## src/rtl/cnn_bit_packer_tx.sv

```systemverilog
// rtl/cnn_bit_packer_tx.sv - packs 1-bit CNN results LSB-first into bytes and feeds the UART transmitter
//
// Purpose: collects a stream of result bits, packs 8 per byte (LSB first),
// zero-pads the final byte of each FRAME_BITS-bit frame, buffers bytes in a
// DEPTH-entry FIFO tagged with an end-of-frame flag, and hands them to the
// UART one at a time with the trmt/tx_done handshake.
//
// Ports:
//   clk      - system clock
//   rst_n    - asynchronous active-low reset
//   clr      - synchronous clear, aborts the current frame
//   bit_vld  - bit_in is valid this cycle
//   bit_in   - result bit
//   rdy      - bit accepted when bit_vld && rdy
//   tx_done  - one-cycle pulse from UART: byte finished
//   trmt     - one-cycle pulse: start transmitting tx_data
//   tx_data  - byte to transmit, held from trmt until tx_done
//   frm_done - one-cycle pulse: last byte of the frame transmitted
module cnn_bit_packer_tx #(
   parameter int FRAME_BITS = 676,
   parameter int DEPTH      = 4
) (
   input  logic       clk,
   input  logic       rst_n,
   input  logic       clr,
   input  logic       bit_vld,
   input  logic       bit_in,
   output logic       rdy,
   input  logic       tx_done,
   output logic       trmt,
   output logic [7:0] tx_data,
   output logic       frm_done
);

   localparam int FW = $clog2(FRAME_BITS + 1);
   localparam int AW = $clog2(DEPTH);
   localparam logic [FW-1:0] LAST_IDX = FW'(FRAME_BITS - 1);

   typedef enum logic {IDLE, WAIT} state_t;
   state_t state, state_nxt;

   logic [2:0]    cnt_8;
   logic [7:0]    pk;
   logic [FW-1:0] fcnt;
   logic [8:0]    mem [DEPTH];
   logic [AW:0]   wptr, rptr, wptr_nxt, rptr_nxt;
   logic          full, full_nxt, empty;
   logic          accept, last_bit, push, pop, last_r;
   logic [7:0]    keep, push_byte;

   assign rdy      = !full;
   assign empty    = (wptr == rptr);
   assign accept   = bit_vld && !full && !clr;
   assign last_bit = (fcnt == LAST_IDX);
   assign push     = accept && ((cnt_8 == 3'd7) || last_bit);

   // keep masks off every position above the bit being inserted, which
   // zero-pads a short final byte
   assign keep      = 8'hFF >> (3'd7 - cnt_8);
   assign push_byte = (pk | (8'(bit_in) << cnt_8)) & keep;

   // the extra pointer bit distinguishes full from empty when indices match
   assign wptr_nxt = wptr + (AW+1)'(push);
   assign rptr_nxt = rptr + (AW+1)'(pop);
   assign full_nxt = (wptr_nxt[AW] != rptr_nxt[AW]) &&
                     (wptr_nxt[AW-1:0] == rptr_nxt[AW-1:0]);

   always_comb begin
      state_nxt = state;
      pop       = 1'b0;
      if (clr) begin
         state_nxt = IDLE;
      end else begin
         case (state)
            IDLE: begin
               if (!empty) begin
                  pop       = 1'b1;
                  state_nxt = WAIT;
               end
            end
            WAIT: begin
               if (tx_done) state_nxt = IDLE;
            end
            default: state_nxt = IDLE;
         endcase
      end
   end

   always_ff @(posedge clk or negedge rst_n) begin
      if (!rst_n) begin
         state    <= IDLE;
         trmt     <= 1'b0;
         frm_done <= 1'b0;
         tx_data  <= 8'h00;
         last_r   <= 1'b0;
      end else begin
         state    <= state_nxt;
         trmt     <= pop;
         frm_done <= !clr && (state == WAIT) && tx_done && last_r;
         if (clr) begin
            last_r <= 1'b0;
         end else if (pop) begin
            tx_data <= mem[rptr[AW-1:0]][7:0];
            last_r  <= mem[rptr[AW-1:0]][8];
         end
      end
   end

   always_ff @(posedge clk or negedge rst_n) begin
      if (!rst_n) begin
         cnt_8 <= 3'd0;
         pk    <= 8'h00;
         fcnt  <= '0;
         wptr  <= '0;
         rptr  <= '0;
         full  <= 1'b0;
      end else if (clr) begin
         cnt_8 <= 3'd0;
         pk    <= 8'h00;
         fcnt  <= '0;
         wptr  <= '0;
         rptr  <= '0;
         full  <= 1'b0;
      end else begin
         wptr <= wptr_nxt;
         rptr <= rptr_nxt;
         full <= full_nxt;
         if (accept) begin
            if (push) begin
               pk    <= 8'h00;
               cnt_8 <= 3'd0;
            end else begin
               pk[cnt_8] <= bit_in;
               cnt_8     <= cnt_8 + 3'd1;
            end
            fcnt <= last_bit ? '0 : fcnt + 1'b1;
         end
      end
   end

   always_ff @(posedge clk) begin
      if (push) mem[wptr[AW-1:0]] <= {last_bit, push_byte};
   end

endmodule
```

## config.mk

```make
export PLATFORM = sky130hd
export DESIGN_NAME = cnn_bit_packer_tx
export DESIGN_NICKNAME = d
export VERILOG_FILES = /design/src/rtl/cnn_bit_packer_tx.sv
export SDC_FILE = /design/constraint.sdc
export NUM_CORES = 1
export LEC_CHECK = 0
export ABC_AREA = 1
export CORE_UTILIZATION = 45
export DETAILED_ROUTE_END_ITERATION = 16
export PLACE_DENSITY_LB_ADDON = 0.1
export SYNTH_ARGS = -nofsm -noshare
export SYNTH_HDL_FRONTEND = slang
export SYNTH_SLANG_ARGS = --single-unit
export TNS_END_PERCENT = 5
```

## constraint.sdc

```tcl
create_clock -name clk -period 2.9 [get_ports clk]
set_input_delay 0.435 -clock clk [delete_from_list [all_inputs] [get_ports clk]]
set_output_delay 0.435 -clock clk [all_outputs]
set_load 0.02 [all_outputs]
```

==> results.md <==
- # DRC: 0
- Htree depth: 3
- Clock transition at the registers of the reported paths: 0.08 ns
- N_diodes: 0
- Core ar.: 7687 sq um
- Placed inst area: 3816 sq um
- Worst slew margin: 0.4011
- Worst R2R Path Depth: 12
- Die Wd: 90.96 um
- Post-route setup slack: 0.6084 ns
- Total CTS buffers: 9
- Rows: 32
- Worst EP arrival: 2.55 ns
- Global route total overflow: 0
- I/O pins: 17
- Vias in the first global route: 2350
- Drt first pass iters: 4
- Via/cell ratio: 4.980
- FF-to-FF End: full
- Max-cap violations: 0
- Commonest non-fill, non-tap cells in the layout: 84 x nand2_1, 54 x nor2_1, 40 x dfrtp_1, 36 x edfxtp_1, 25 x inv_1
- Flip-flop and latch count after synthesis: 76
- Starting density of the core: 0.4632
- Non-Filler Cell Area, Final: 4015 sq um
- Post-Route WL: 6.613 mm
- Status: finished clean
- Fmax: 436.4 MHz
- Total track usage: 0.1800
- Setup crit end kind: flop
- Top_reg_cell synth: dfrtp_1
- Place WS: 0.3934 ns
- IO Port Bufs: 16
- CP required: 3.16 ns
- Leak pwr: 1.788 nW
- Largest net degree at the start of global routing: 41
- First-pass GRT wire length: 11.67 mm
- Worst min path class: primary input to asynchronous set/reset pin
- Min Clock Period, post-route: 2.292 ns
- Final setup violation count: 0
- DRT antenna net count: 0
- CTS tree: yes
- CP Launch Type: flop
- Syn Nets: 371
- Pwr dens: 511.4 nW/um^2
- Root buf cell: clkbuf_8
- End of the critical path: full
- Synthesis-to-layout area growth: 12.75%
- Setup CP Type: flop to flop
- VDD IR-drop max: 0.0002099 V
- Chip height: 90.96 um
- Hpwl dp: 4.512 mm
- Via count: 2430
- R2r setup slk: 0.61 ns
- Mapped Cells: 356
- Final Hold Vio Count: 0
- Full die area: 8273 sq um
- Worst-path maximum fanout: 13
- Syn_area_per_cell: 10.00 sq um
- CTS Hold Bufs: 0
- Slew Limit Fails: 0
- Syn Std Cell Area: 3561 sq um
- Core Util, Final: 0.5223
- CTS Sinks: 76
- Hold Slack: 0.2098 ns
- Cell variety after synth: 36
- Final GP Congestion: 0.8172
- Worst slew pin tran: 0.8983 ns
- Avg WL per Cell: 13.55 um
- Share of post-route cells with drive strength above 1: 0.1166
- Worst Skew: 0.008406 ns
- Crit Reg-Reg Startpoint: cnt_8[0]
- Antenna violations before repair: 0
- Clk Latency, worst-skew pair: 0.34 ns
- RSZ-0062 raised after global routing: false
- Post-synth ARST share: 0.5263
- Final setup TNS: 0 ns
- Crit path from: cnt_8[0]
- Post-CTS setup buffers: 0
- Register area share after synthesis: 0.5847
- DRT iter0 DRCs: 84
- Commonest non-fill, non-tap cell in the layout: nand2_1
- Cts repair resizes: 0
- Final period util: 0.7902
- Nets@finish: 396
- Post-synth EDFFs: 36
- Max clock buf depth: 2
- YS warnings: 0
[cells in the mapped netlist, types with 2 or more instances]
cell	n	area [sq um]
xnor2_1	7	61.31
nand4_1	3	18.77
nor2_1	54	202.7
nor3_1	6	30.03
o21ai_0	21	105.1
inv_2	4	15.01
buf_4	3	22.52
o32ai_1	8	70.07
nand2_2	2	12.51
nand3_1	14	70.07
ha_1	9	112.6
buf_6	4	45.04
buf_2	2	10.01
edfxtp_1	36	1081
nand2_1	84	315.3
o22ai_1	4	25.02
nand3_2	7	70.07
inv_1	25	93.84
a21oi_1	4	20.02
xor2_1	4	35.03
dfrtp_1	40	1001
[worst min path at each step]
stage                from       end  slack [ns]  depth (start not counted)
CTS                 rst_n     state        0.26                          1
global placement    pk[0]     pk[0]        0.45                          2
finish              rst_n     state        0.21                          1
detailed placement  pk[0]     pk[0]        0.46                          2
global route        rst_n     state        0.29                          1
floorplan           rst_n  cnt_8[0]        0.14                          0
[cell type report]
cell class              instances  area [sq um]
clock buffers                   9         123.9
clock inverters                 7         75.07
fillers                       742          3672
inverters                      30         112.6
multi-input cells             239          1271
flip-flops and latches         76          2082
well taps                     102         127.6
repair buffers                 25         222.7
[per-stage QoR]
stage          cells  total power [mW]
6_report         488             2.053
5_1_grt          488             2.139
4_1_cts          488             2.078
3_5_place_dp     472             1.266
3_3_place_gp     472             1.265
2_1_floorplan    356             1.228
[worst max-delay path: stages (launching register included)]
cell and delay, ns:
dfrtp_1 0.45, ha_1 0.24, ha_1 0.23, inv_1 0.11, nand2_2 0.07, nand2_4 0.14, inv_1 0.07, ha_1 0.18
ha_1 0.26, inv_1 0.05, a21oi_1 0.11, o21ai_0 0.10, nor3_1 0.18
[where the power goes]
| group | leakage [nW] | internal [mW] | total [mW] | switching (mW) |
|---|---|---|---|---|
| Clock | 0.104 | 0.404 | 0.813 | 0.409 |
| Sequential | 0.896 | 1.13 | 1.14 | 0.00935 |
| Combinational | 0.788 | 0.0337 | 0.0970 | 0.0634 |
| Total | 1.79 | 1.57 | 2.05 | 0.482 |
[per-layer routing]
layer  global-route usage  vias up  part of all wire
li1                     -     1242                 -
met1               0.2522     1138              0.49
met2               0.2771       44              0.46
met3              0.04104        6             0.044
met4              0.05952        0             0.011
met5                    0        -                 0
[flip-flops by register name (all words and copies together), names as in the netlist]
register and count:
cnt_8 3, fcnt 10, frm_done 1, full 1, last_r 1, mem 36
pk 8, rptr 3, state 1, trmt 1, tx_data 8, wptr 3
[logic make-up (layout without fill, tap and decap cells)]
| logic type | count (synthesis) | count (layout) | synth area share |
|---|---|---|---|
| fa+ha+maj | 9 | 9 | 0.03162 |
| flops | 76 | 76 | 0.5847 |
| compound gates | 42 | 42 | 0.07238 |
| buf+inv | 41 | 71 | 0.05832 |
| simple gates | 177 | 177 | 0.2259 |
| xor+xnor | 11 | 11 | 0.02705 |
Note: power is estimated with default switching activity, not from simulation.
==> RTL edit (same flow settings) <==
One comparison of `fcnt` changes from == to >=.
--- a/src/rtl/cnn_bit_packer_tx.sv
+++ b/src/rtl/cnn_bit_packer_tx.sv
@@ -52,5 +52,5 @@
    assign empty    = (wptr == rptr);
    assign accept   = bit_vld && !full && !clr;
-   assign last_bit = (fcnt == LAST_IDX);
+   assign last_bit = (fcnt >= LAST_IDX);
    assign push     = accept && ((cnt_8 == 3'd7) || last_bit);
 
Function: no difference found for any inputs over 10 cycles, from zero or initial values and one cycle with rst_n low; that may be too few to reach the edited logic, so the function may still have changed.
==> RTL edit against the unedited design <==
  * Synthesized area decreased by 0.70%
  * Routed wire length decreased by 1.5%
  * Combinational power increased by 16%
  * Worst setup slack got worse by 0.019 ns
  * Via count decreased by 1.3%
  * Sequential cell count unchanged
  * Cell area decreased by 0.59%
  * Total power increased by 0.58%
==> RTL edit: results (changes against the unedited design) <==
Port Buffers 16 (unchanged); Hold Path Class input port to async pin (unchanged); DP Worst Slack 0.435 ns (was 0.393 ns); post-detail-place hpwl 4380 microns (was 4510 microns); GRT Util Overall 17.6% (was 18.0%); post-synthesis cell type count 39 (was 36); WL/cell 13.6 microns (about the same); Synth area leaders edfxtp_1 (31%), dfrtp_1 (28%), nand2_1 (8.7%) (was edfxtp_1 (30%), dfrtp_1 (28%), nand2_1 (8.9%)); number of synthesized flops with an enable pin 36 (unchanged); H-tree levels 3 (unchanged); Initial DRC Count 114 (was 84); Routed met3 length 197 microns (was 288 microns); max FFs per register 36 (unchanged); final wirelength 6510 microns (was 6610 microns); Max Buffers Root-to-Sink 2 (unchanged); TritonRoute pass-1 iters 7 (was 4); met2 wire length 2970 microns (was 3040 microns); Final Wtd Congestion 0.759 (was 0.817); largest net degree at the start of global routing 41 (unchanged); share of layout cells above drive strength 1 12.9% (was 11.7%); Layout Nets 390 (was 396); leakage 1.73 nW (was 1.79 nW); clk_skew 0.00853 ns (was 0.00841 ns); DR vias 2,399 (was 2,430); vias in the first global route 2,271 (was 2,350); Synthesized Nets 366 (was 371); post-synthesis sequential area ratio 58.9% (was 58.5%); Cells after DPL 463 (was 472); Avg Cell Area, Syn 10.1 sq um (was 10.0 sq um); outcome complete, no violations (unchanged); peak supply drop 0.231 mV (was 0.210 mV); Post-synth top cells nand2_1 (82), nor2_1 (51), dfrtp_1 (40) (was nand2_1 (84), nor2_1 (54), dfrtp_1 (40)); top layer reached by signal wires met4 (unchanged); first-pass GRT wire length 11,300 microns (was 11,700 microns); ANT cells 0 (unchanged); post-CTS sizing 0 (unchanged); Worst Max-Slew Pin Slew 0.903 ns (was 0.898 ns); Placed Area 0.00379 sq mm (was 0.00382 sq mm); DRT met1 WL 3270 microns (was 3210 microns)
RTL edit: layer usage:
layer | up-vias | track usage (%)
li1 | 1222 | -
met1 | 1140 | 24.7
met2 | 31 | 27.0
met3 | 6 | 2.86
met4 | 0 | 7.26
met5 | - | 0
RTL edit: cell families after synthesis:
logic type | count (synthesis) | share of synthesized area (%)
compound gates | 39 | 7.22
xor+xnor | 9 | 2.23
fa+ha+maj | 9 | 3.18
buf+inv | 40 | 5.38
flops | 76 | 58.9
mux | 1 | 0.283
simple gates | 177 | 22.8
RTL edit: report_power, final:
group          switching, mW  internal, mW  leakage [nW]
Sequential            0.0113          1.14         0.877
Clock                  0.399         0.403         0.104
Combinational         0.0708        0.0418         0.752
Total                  0.481          1.58          1.73
RTL edit: path summary, 6_finish.rpt:
path | start | end | slack (ns) | depth (start not counted)
min reg2reg | pk[0]$_DFFE_PN0P_ | pk[0]$_DFFE_PN0P_ | 0.47 | 2
max in group asynchronous | rst_n | fcnt[6]$_DFFE_PN0P_ | 2.12 | 1
min | rst_n | state$_DFF_PN0_ | 0.21 | 1
max | cnt_8[1]$_DFFE_PN0P_ | full$_DFF_PN0_ | 0.59 | 11
max reg2reg | cnt_8[1]$_DFFE_PN0P_ | full$_DFF_PN0_ | 0.59 | 11
min in group clk | pk[0]$_DFFE_PN0P_ | pk[0]$_DFFE_PN0P_ | 0.47 | 2
RTL edit: final cells by class:
| class | instances | area, sq um |
|---|---|---|
| inverter | 30 | 115 |
| fill | 680 | 3420 |
| sequential | 76 | 2080 |
| multi-input combinational | 235 | 1260 |
| clock inverter | 7 | 75.1 |
| tap | 99 | 124 |
| clock buffer | 9 | 124 |
| timing repair buffer | 23 | 208 |
